## config.mk

```make
export PLATFORM = sky130hd
export DESIGN_NAME = bits2bytes_stream
export DESIGN_NICKNAME = d
export VERILOG_FILES = /design/src/rtl/bits2bytes_stream.sv
export SDC_FILE = /design/constraint.sdc
export NUM_CORES = 1
export LEC_CHECK = 0
export ABC_AREA = 0
export BUFFER_PORTS_ARGS = -buffer_cell sky130_fd_sc_hd__buf_2
export CORE_MARGIN = 8
export CORE_UTILIZATION = 40
export CTS_CLUSTER_DIAMETER = 200
export DETAILED_ROUTE_END_ITERATION = 8
export HOLD_SLACK_MARGIN = 0.02
export PLACE_DENSITY = 0.56
export SYNTH_ARGS = -nofsm -noshare
export SYNTH_HDL_FRONTEND = slang
export SYNTH_SLANG_ARGS = --single-unit
```

## constraint.sdc

```tcl
create_clock -name clk_i -period 4.15 [get_ports clk_i]
set_clock_uncertainty 0.05 [all_clocks]
set_input_delay 0 -clock clk_i [delete_from_list [all_inputs] [get_ports clk_i]]
set_output_delay 0 -clock clk_i [all_outputs]
set_load 0.01 [all_outputs]
```

## src/rtl/bits2bytes_stream.sv

```systemverilog
// bits2bytes_stream: packs an IN_W-bit valid/ready bit stream little-endian
// into N_BYTES-byte words. Stream bit k lands in byte k/8, bit k%8. A beat
// carrying last flushes a zero-padded partial word.
//
// Optional macro BITS2BYTES_DBUF_EN: adds an output register in front of the
// accumulator so a new word can fill while the previous one drains. Without
// it a FILL/OUT FSM exposes the accumulator directly and stalls input while
// a word is pending.
module bits2bytes_stream #(
    parameter int N_BYTES = 4,
    parameter int IN_W    = 1
) (
    input  logic                           clk_i,
    input  logic                           rst_i,
    input  logic [IN_W-1:0]                bits_i,
    input  logic                           bits_valid_i,
    input  logic                           bits_last_i,
    output logic                           bits_ready_o,
    output logic [N_BYTES-1:0][7:0]        bytes_o,
    output logic [$clog2(N_BYTES+1)-1:0]   bytes_nbytes_o,
    output logic                           bytes_last_o,
    output logic                           bytes_valid_o,
    input  logic                           bytes_ready_i
);

    localparam int W   = N_BYTES * 8;
    localparam int CW  = $clog2(W + 1);
    localparam int IW  = $clog2(W);
    localparam int NBW = $clog2(N_BYTES + 1);

    // Beat width must tile a byte exactly so a word never straddles a beat.
    generate
        if (!(IN_W == 1 || IN_W == 2 || IN_W == 4 || IN_W == 8) || N_BYTES < 1) begin : g_bad_param
            $fatal(1, "bits2bytes_stream: IN_W must be 1, 2, 4 or 8 and N_BYTES >= 1");
        end
    endgenerate

    // ------------------------------------------------------------------
    // Accumulator shared by both build variants
    // ------------------------------------------------------------------
    logic [W-1:0]   r_acc;
    logic [CW-1:0]  r_cnt;

    logic [W-1:0]   w_acc_base;
    logic [W-1:0]   w_acc_wr;
    logic [CW-1:0]  w_cnt_nxt;
    logic           w_close;
    logic [NBW-1:0] w_nbytes;
    logic           w_accept;

    // Accumulator image after writing the current beat. A word always starts
    // from zero, so every bit above the fill point of a closed word is zero
    // without needing an explicit mask.
    always_comb begin
        w_acc_base = (r_cnt == '0) ? '0 : r_acc;
        w_acc_wr   = w_acc_base;
        w_acc_wr[r_cnt[IW-1:0] +: IN_W] = bits_i;
    end

    assign w_cnt_nxt = r_cnt + CW'(IN_W);
    // Close on a completely filled word or on a message end, whichever first.
    assign w_close   = (w_cnt_nxt == CW'(W)) || bits_last_i;
    // Valid bytes = ceil(bits / 8); W+7 always fits in CW bits.
    assign w_nbytes  = NBW'((w_cnt_nxt + CW'(7)) >> 3);

`ifdef BITS2BYTES_DBUF_EN

    // ------------------------------------------------------------------
    // Double-buffered variant
    // ------------------------------------------------------------------
    logic           r_acc_full;
    logic [NBW-1:0] r_acc_nbytes;
    logic           r_acc_last;
    logic [W-1:0]   r_out;
    logic [NBW-1:0] r_out_nbytes;
    logic           r_out_last;
    logic           r_out_valid;

    logic           w_drain;
    logic           w_out_free;

    assign w_accept   = bits_valid_i && !r_acc_full;
    assign w_drain    = r_out_valid && bytes_ready_i;
    // The output register can take a word if empty or emptying this cycle.
    assign w_out_free = !r_out_valid || w_drain;

    // Accumulator: fill beats; park a closed word only when the output
    // register is still occupied, and release it on the next drain.
    always_ff @(posedge clk_i or posedge rst_i) begin
        if (rst_i) begin
            r_acc        <= '0;
            r_cnt        <= '0;
            r_acc_full   <= 1'b0;
            r_acc_nbytes <= '0;
            r_acc_last   <= 1'b0;
        end else if (r_acc_full) begin
            if (w_drain) begin
                r_acc_full <= 1'b0;
            end
        end else if (w_accept) begin
            r_acc <= w_acc_wr;
            if (w_close) begin
                r_cnt        <= '0;
                r_acc_nbytes <= w_nbytes;
                r_acc_last   <= bits_last_i;
                r_acc_full   <= !w_out_free;
            end else begin
                r_cnt <= w_cnt_nxt;
            end
        end
    end

    // Output register: load a parked word on drain, otherwise take a
    // closing word straight from the beat when there is room.
    always_ff @(posedge clk_i or posedge rst_i) begin
        if (rst_i) begin
            r_out        <= '0;
            r_out_nbytes <= '0;
            r_out_last   <= 1'b0;
            r_out_valid  <= 1'b0;
        end else if (r_acc_full && w_drain) begin
            r_out        <= r_acc;
            r_out_nbytes <= r_acc_nbytes;
            r_out_last   <= r_acc_last;
            r_out_valid  <= 1'b1;
        end else if (w_accept && w_close && w_out_free) begin
            r_out        <= w_acc_wr;
            r_out_nbytes <= w_nbytes;
            r_out_last   <= bits_last_i;
            r_out_valid  <= 1'b1;
        end else if (w_drain) begin
            r_out_valid  <= 1'b0;
        end
    end

    assign bits_ready_o   = !r_acc_full;
    assign bytes_valid_o  = r_out_valid;
    assign bytes_o        = r_out;
    assign bytes_nbytes_o = r_out_nbytes;
    assign bytes_last_o   = r_out_last;

`else

    // ------------------------------------------------------------------
    // Base variant: FILL/OUT FSM, output taken straight from accumulator
    // ------------------------------------------------------------------
    typedef enum logic {
        S_FILL = 1'b0,
        S_OUT  = 1'b1
    } state_t;

    state_t         r_state;
    state_t         w_state_nxt;
    logic [NBW-1:0] r_nbytes;
    logic           r_last;

    assign w_accept = bits_valid_i && (r_state == S_FILL);

    // State register.
    always_ff @(posedge clk_i or posedge rst_i) begin
        if (rst_i) begin
            r_state <= S_FILL;
        end else begin
            r_state <= w_state_nxt;
        end
    end

    // Next state: a closing beat presents the word, a handshake frees it.
    always_comb begin
        w_state_nxt = r_state;
        case (r_state)
            S_FILL: if (bits_valid_i && w_close) w_state_nxt = S_OUT;
            S_OUT:  if (bytes_ready_i)           w_state_nxt = S_FILL;
            default: w_state_nxt = S_FILL;
        endcase
    end

    // Accumulator and word descriptor; frozen while the word is presented.
    always_ff @(posedge clk_i or posedge rst_i) begin
        if (rst_i) begin
            r_acc    <= '0;
            r_cnt    <= '0;
            r_nbytes <= '0;
            r_last   <= 1'b0;
        end else if (w_accept) begin
            r_acc <= w_acc_wr;
            if (w_close) begin
                r_cnt    <= '0;
                r_nbytes <= w_nbytes;
                r_last   <= bits_last_i;
            end else begin
                r_cnt <= w_cnt_nxt;
            end
        end
    end

    assign bits_ready_o   = (r_state == S_FILL);
    assign bytes_valid_o  = (r_state == S_OUT);
    assign bytes_o        = r_acc;
    assign bytes_nbytes_o = r_nbytes;
    assign bytes_last_o   = r_last;

`endif

endmodule

```

# After elaboration in Yosys (flattened, before gate mapping)
# Index checks and enable logic that the tools add are counted.
dict set report totals {
  register_bits 43
  input_bits 6
  out_inout_bits 38
  word_cells 23
}
dict set report classes {
  add_sub_neg 3
  n_eq_ne 1
  n_shift 2
  mux 6
  bitwise 1
  reduce_logical 5
}
# cell n
set op_table {}
lappend op_table {{32-bit bitwise mux} 1}
lappend op_table {{32-bit two-way mux} 1}
lappend op_table {{1-bit by 7-bit variable shift with 32-bit output (first input constant)} 1}
lappend op_table {{1-bit by 7-bit variable part select with 32-bit output} 1}
lappend op_table {{5-bit negation with 7-bit output} 1}
lappend op_table {{6-bit by 1-bit adder with 6-bit output (second input constant)} 1}
lappend op_table {{6-bit by 3-bit adder with 6-bit output (second input constant)} 1}
lappend op_table {{6-bit equality test (second input constant)} 1}
lappend op_table {{6-bit logical NOT} 1}
lappend op_table {{6-bit two-way mux} 1}
lappend op_table {{1-bit logical AND} 2}
lappend op_table {{1-bit two-way mux} 2}
lappend op_table {{1-bit one-hot mux with 2 select lines} 1}
lappend op_table {{2-bit AND reduction} 1}
lappend op_table {{1-bit logical OR} 1}
lappend op_table {{1-bit inverter} 1}

# Longest topological paths before layout
dict set report logic_depth {
  depth_word 6
  ltp_mapped 11
  depth_no_buf 8
}

# Worst setup path before layout
# OpenSTA, ideal clock, no wires.
dict set report synth_path {
  kind {reg2reg}
  from {register r_cnt[0]}
  to {register r_acc[24], in the netlist bytes_o[24]}
  setup_ns 0.132
  t_arrival_ns 2.005
  t_required_ns 3.968
  slack_ns 1.963
  path_stages_with_launch 9
  path_buffers 2
  period_less_slack_ns 2.187
  path_cell_list {dfrtp_1 -> buf_2 -> inv_1 -> ha_1 -> buf_4 -> nor4b_4 -> or4_4 -> o311ai_1 -> o21ai_1}
}
dict set report synth_via {
  elab_chain_len 3
  elab_cells_between_ends 6
  cone_classes {add/sub (1); shift (2); mux (2); reduce/logical (1)}
}
# item line_no
set synth_lines {}
lappend synth_lines {{start: declaration} 42} ;# logic [CW-1:0] r_cnt;
lappend synth_lines {{start signal: assignment} 192} ;# r_cnt <= w_cnt_nxt;
lappend synth_lines {{5-bit negation with 7-bit output or 6-bit logical NOT (tied branches)} {57, 55}}
lappend synth_lines {{1-bit by 7-bit variable part select with 32-bit output (tied with other cells)} 57} ;# w_acc_wr[r_cnt[IW-1:0] +: IN_W] = bits_i;
lappend synth_lines {{32-bit bitwise mux *} 57}
lappend synth_lines {{end signal: assignment} 186} ;# r_acc <= w_acc_wr;
lappend synth_lines {{end: declaration} 41} ;# logic [W-1:0] r_acc;
# Every way passes the cells marked *; elsewhere a longest branch is shown, timed or not.
# A chain may end at the register's enable or synchronous reset.

# Worst setup path after layout
dict set report layout_path {
  from {register r_cnt[0]}
  to {register r_acc[20], in the netlist bytes_o[20]}
}
# Same word-level chain as after synthesis.

==> metrics.yaml <==
status:
  status: "complete, no violations"
sta:
  slew_headroom: 0.3736
  maxClockFrequency_mhz: 332.0
  holdWs_ps: 103.6
  slew_violations: 0
  fin_ws_ps: 1138
  worstMarginPinSlew_ps: 937.3
  setup_tns_ps: 0
  finalCritPeriodShare: 0.7259
  setup-violations-final: 0
  final_hold_viol_count: 0
  rsz0062_at_grt: "false"
  period_needed_ps: 3013
global_routing:
  gr-total-overflow: 0
  gr-usage-all-layers: 0.1509
  grt_pass1_wl_mm: 10.75
  grt_pass1_vias: 2088
  antenna_found_initial: 0
  grt_max_degree: 44
routing:
  wl_per_cell_um: 17.02
  dr.pass1.iters: 4
  vias: 2070
  drc: 0
  drt-initial-drc-count: 130
  vias_per_cell: 5.491
  finalWirelength_mm: 6.417
  detail-route-antenna-nets: 0
power:
  p_per_area_nw_per_um2: 412.7
  p_clk_frac: 0.228
  swShare: 0.3994
  vdd_drop_max_mv: 0.2090
  leakage_nw: 1.249
  power_mw: 1.166
  pwr-share-seq: 0.410
  p_int_mw: 0.7002
  power_switching_mw: 0.4657
  comb_power_share: 0.361
clock_network:
  clkTransAtPathRegs_ps: 90
  cts_sinks: 43
  cts_buffer_depth: 2
  cts_made_buffers: 5
  root_buffer: "clkbuf_8"
  cts_tree: "built"
  htreeDepth: 2
  clk_latency_ps: 290
critical_path:
  critPathRequiredTime_ps: 4260
  critPathSlowestCell: "dfrtp_1"
  endpoint_kind: "flop"
  critical_path.n_buffers_inverters: 1
  critPathKind: "flop to flop"
  path_delay_family: "simple AND/OR/NAND/NOR gates"
  r2r_start: "r_cnt[0]"
  critPathMaxFanout: 16
  r2r_cells: 8
  startpoint: "r_cnt[0]"
  cp-start-kind: "flop"
  critPathMaxStageDelay_ps: 540
  arrival_ps: 3120
  crit_cells: 8
  path_cells: "inv_1, ha_1, nor4b_4, and2_1, nand2_2, nand2_1, a21oi_1, o21bai_1"
floorplanning:
  rows: 29
  pin_count: 44
  fp.dieArea_um2: 9076
  dieHeight_um: 95.27
  initial_core_util: 0.4051
  die_x_um: 95.27
  core_area_um2: 6205
yosys:
  synthCells: 262
  synth_ff_type: "dfrtp_1"
  synth.most_common_cell: "dfrtp_1"
  synth_area_leaders: "dfrtp_1, o21ai_1, nand2_1"
  syn_area_um2: 2514
  synth_top_area_frac: 0.4281
  yosys_warnings: 0
  ys_ff_latch: 43
  synth_edf_count: 0
  synthTopCellsByCount: "dfrtp_1, o21ai_1, nand2_1, o21ai_0, a21oi_1"
  yosysSeqAreaShare: 0.4281
  synth_top_area_cell: "dfrtp_1"
  post_synth_num_cell_types: 55
  avgSynthCellArea_um2: 9.594
  synthArstFlopShare: 1.000
  syn-num-nets: 273
finish:
  area_delta_synth_final_pct: 12.39
  seqCellArea_um2: 1076
  final_util: 0.4553
  finalNetCount: 310
  drive_gt1_frac: 0.2567
  n_antenna_cell: 0
  multi_input_area_um2: 1296
  nFillCells: 624
  stdcell_count: 377
  fin_area_um2: 2825
placement:
  place_ws_ps: 1176
  place_congestion: 0.8279
  portBuffers: 43
  detailed_place_hpwl_mm: 4.503
  place_area_um2: 2710
  placedCellCount: 366
flow_run:
  cap_violations: 0
min_path:
  holdCritStartpoint: "bits_i"
  hp-class: "primary input to flop"
  whs_path_depth: 3
[cells by family (layout without fill, tap and decap cells)]
kind of cell,Yosys count,in the layout,synth area share
AO/OA/AOI/OAI,105,105,0.2653
AND/OR/NAND/NOR,73,73,0.1553
flip-flops,43,43,0.4281
buffers and inverters,22,60,0.05624
XOR/XNOR,8,8,0.03386
multiplexers,6,6,0.03633
adder cells (fa/ha/maj),5,5,0.02489
[routing by layer]
metal,track usage,share of wire,vias to the layer above,wire length (um)
met4,0.03901,0.010,0,64
li1,-,-,1029,-
met5,0,0,-,0
met3,0.02913,0.053,5,340
met2,0.2353,0.45,52,2912
met1,0.2087,0.48,984,3100
[power by group through the flow]
stage               logic, mW  registers, mW  clock network (mW)
floorplan               0.364          0.477                   0
global placement        0.418          0.486                   0
detailed placement      0.417          0.487                   0
CTS                     0.421          0.479               0.277
global route            0.466          0.485               0.293
finish                  0.421          0.479               0.266
[placed cells by master, fill, tap and decap left out, types with 3 or more instances in the layout]
cell	n
inv_1	4
o21bai_1	3
xnor2_1	3
dfrtp_1	43
a21oi_1	11
nor2_1	8
o21ai_0	14
and2_1	5
nand2_1	33
dlygate4sd3_1	3
o21ai_1	39
xor2_1	3
nand3_1	3
o211ai_2	6
a21oi_2	3
clkbuf_8	5
a31oi_1	10
o22ai_1	4
ha_1	5
nand2b_1	4
buf_2	43
o311ai_1	4
nor3_1	3
[worst min-delay path, delay by kind of cell]
| kind | cells | cell delay, ps |
|---|---|---|
| buffers and inverters | 1 | 90 |
| and+or+nand+nor | 1 | 160 |
| AOI/OAI and AO/OA | 1 | 170 |
[timing repair]
action / CTS / global route
hold buffers: 3 / 0
hold endpoints to repair: 45 / 0
setup buffers: 0 / 0
gates resized for setup: 0 / 0
[cell type report]
type,count,area share
inverters,5,0.006643
multi-input cells,197,0.4588
well taps,77,0.03410
clock buffers,6,0.02569
flip-flops and latches,43,0.3809
repair buffers,47,0.08946
clock inverters,2,0.004429
[state kept, by name (all words and copies together), names as in the netlist]
signal	cells
bytes_last_o	1
bytes_nbytes_o	3
bytes_o	32
bytes_valid_o	1
r_cnt	6
[final timing paths]
path	slack (ps)	to
worst max-delay path	1140	bytes_o[20]
worst min-delay path	100	bytes_o[0]
max in group asynchronous	3340	bytes_o[23]
min in group asynchronous	310	r_cnt[2]
worst min register to register	440	bytes_nbytes_o[0]
worst max register to register	1140	bytes_o[20]
(Power assumes the default switching activity.)
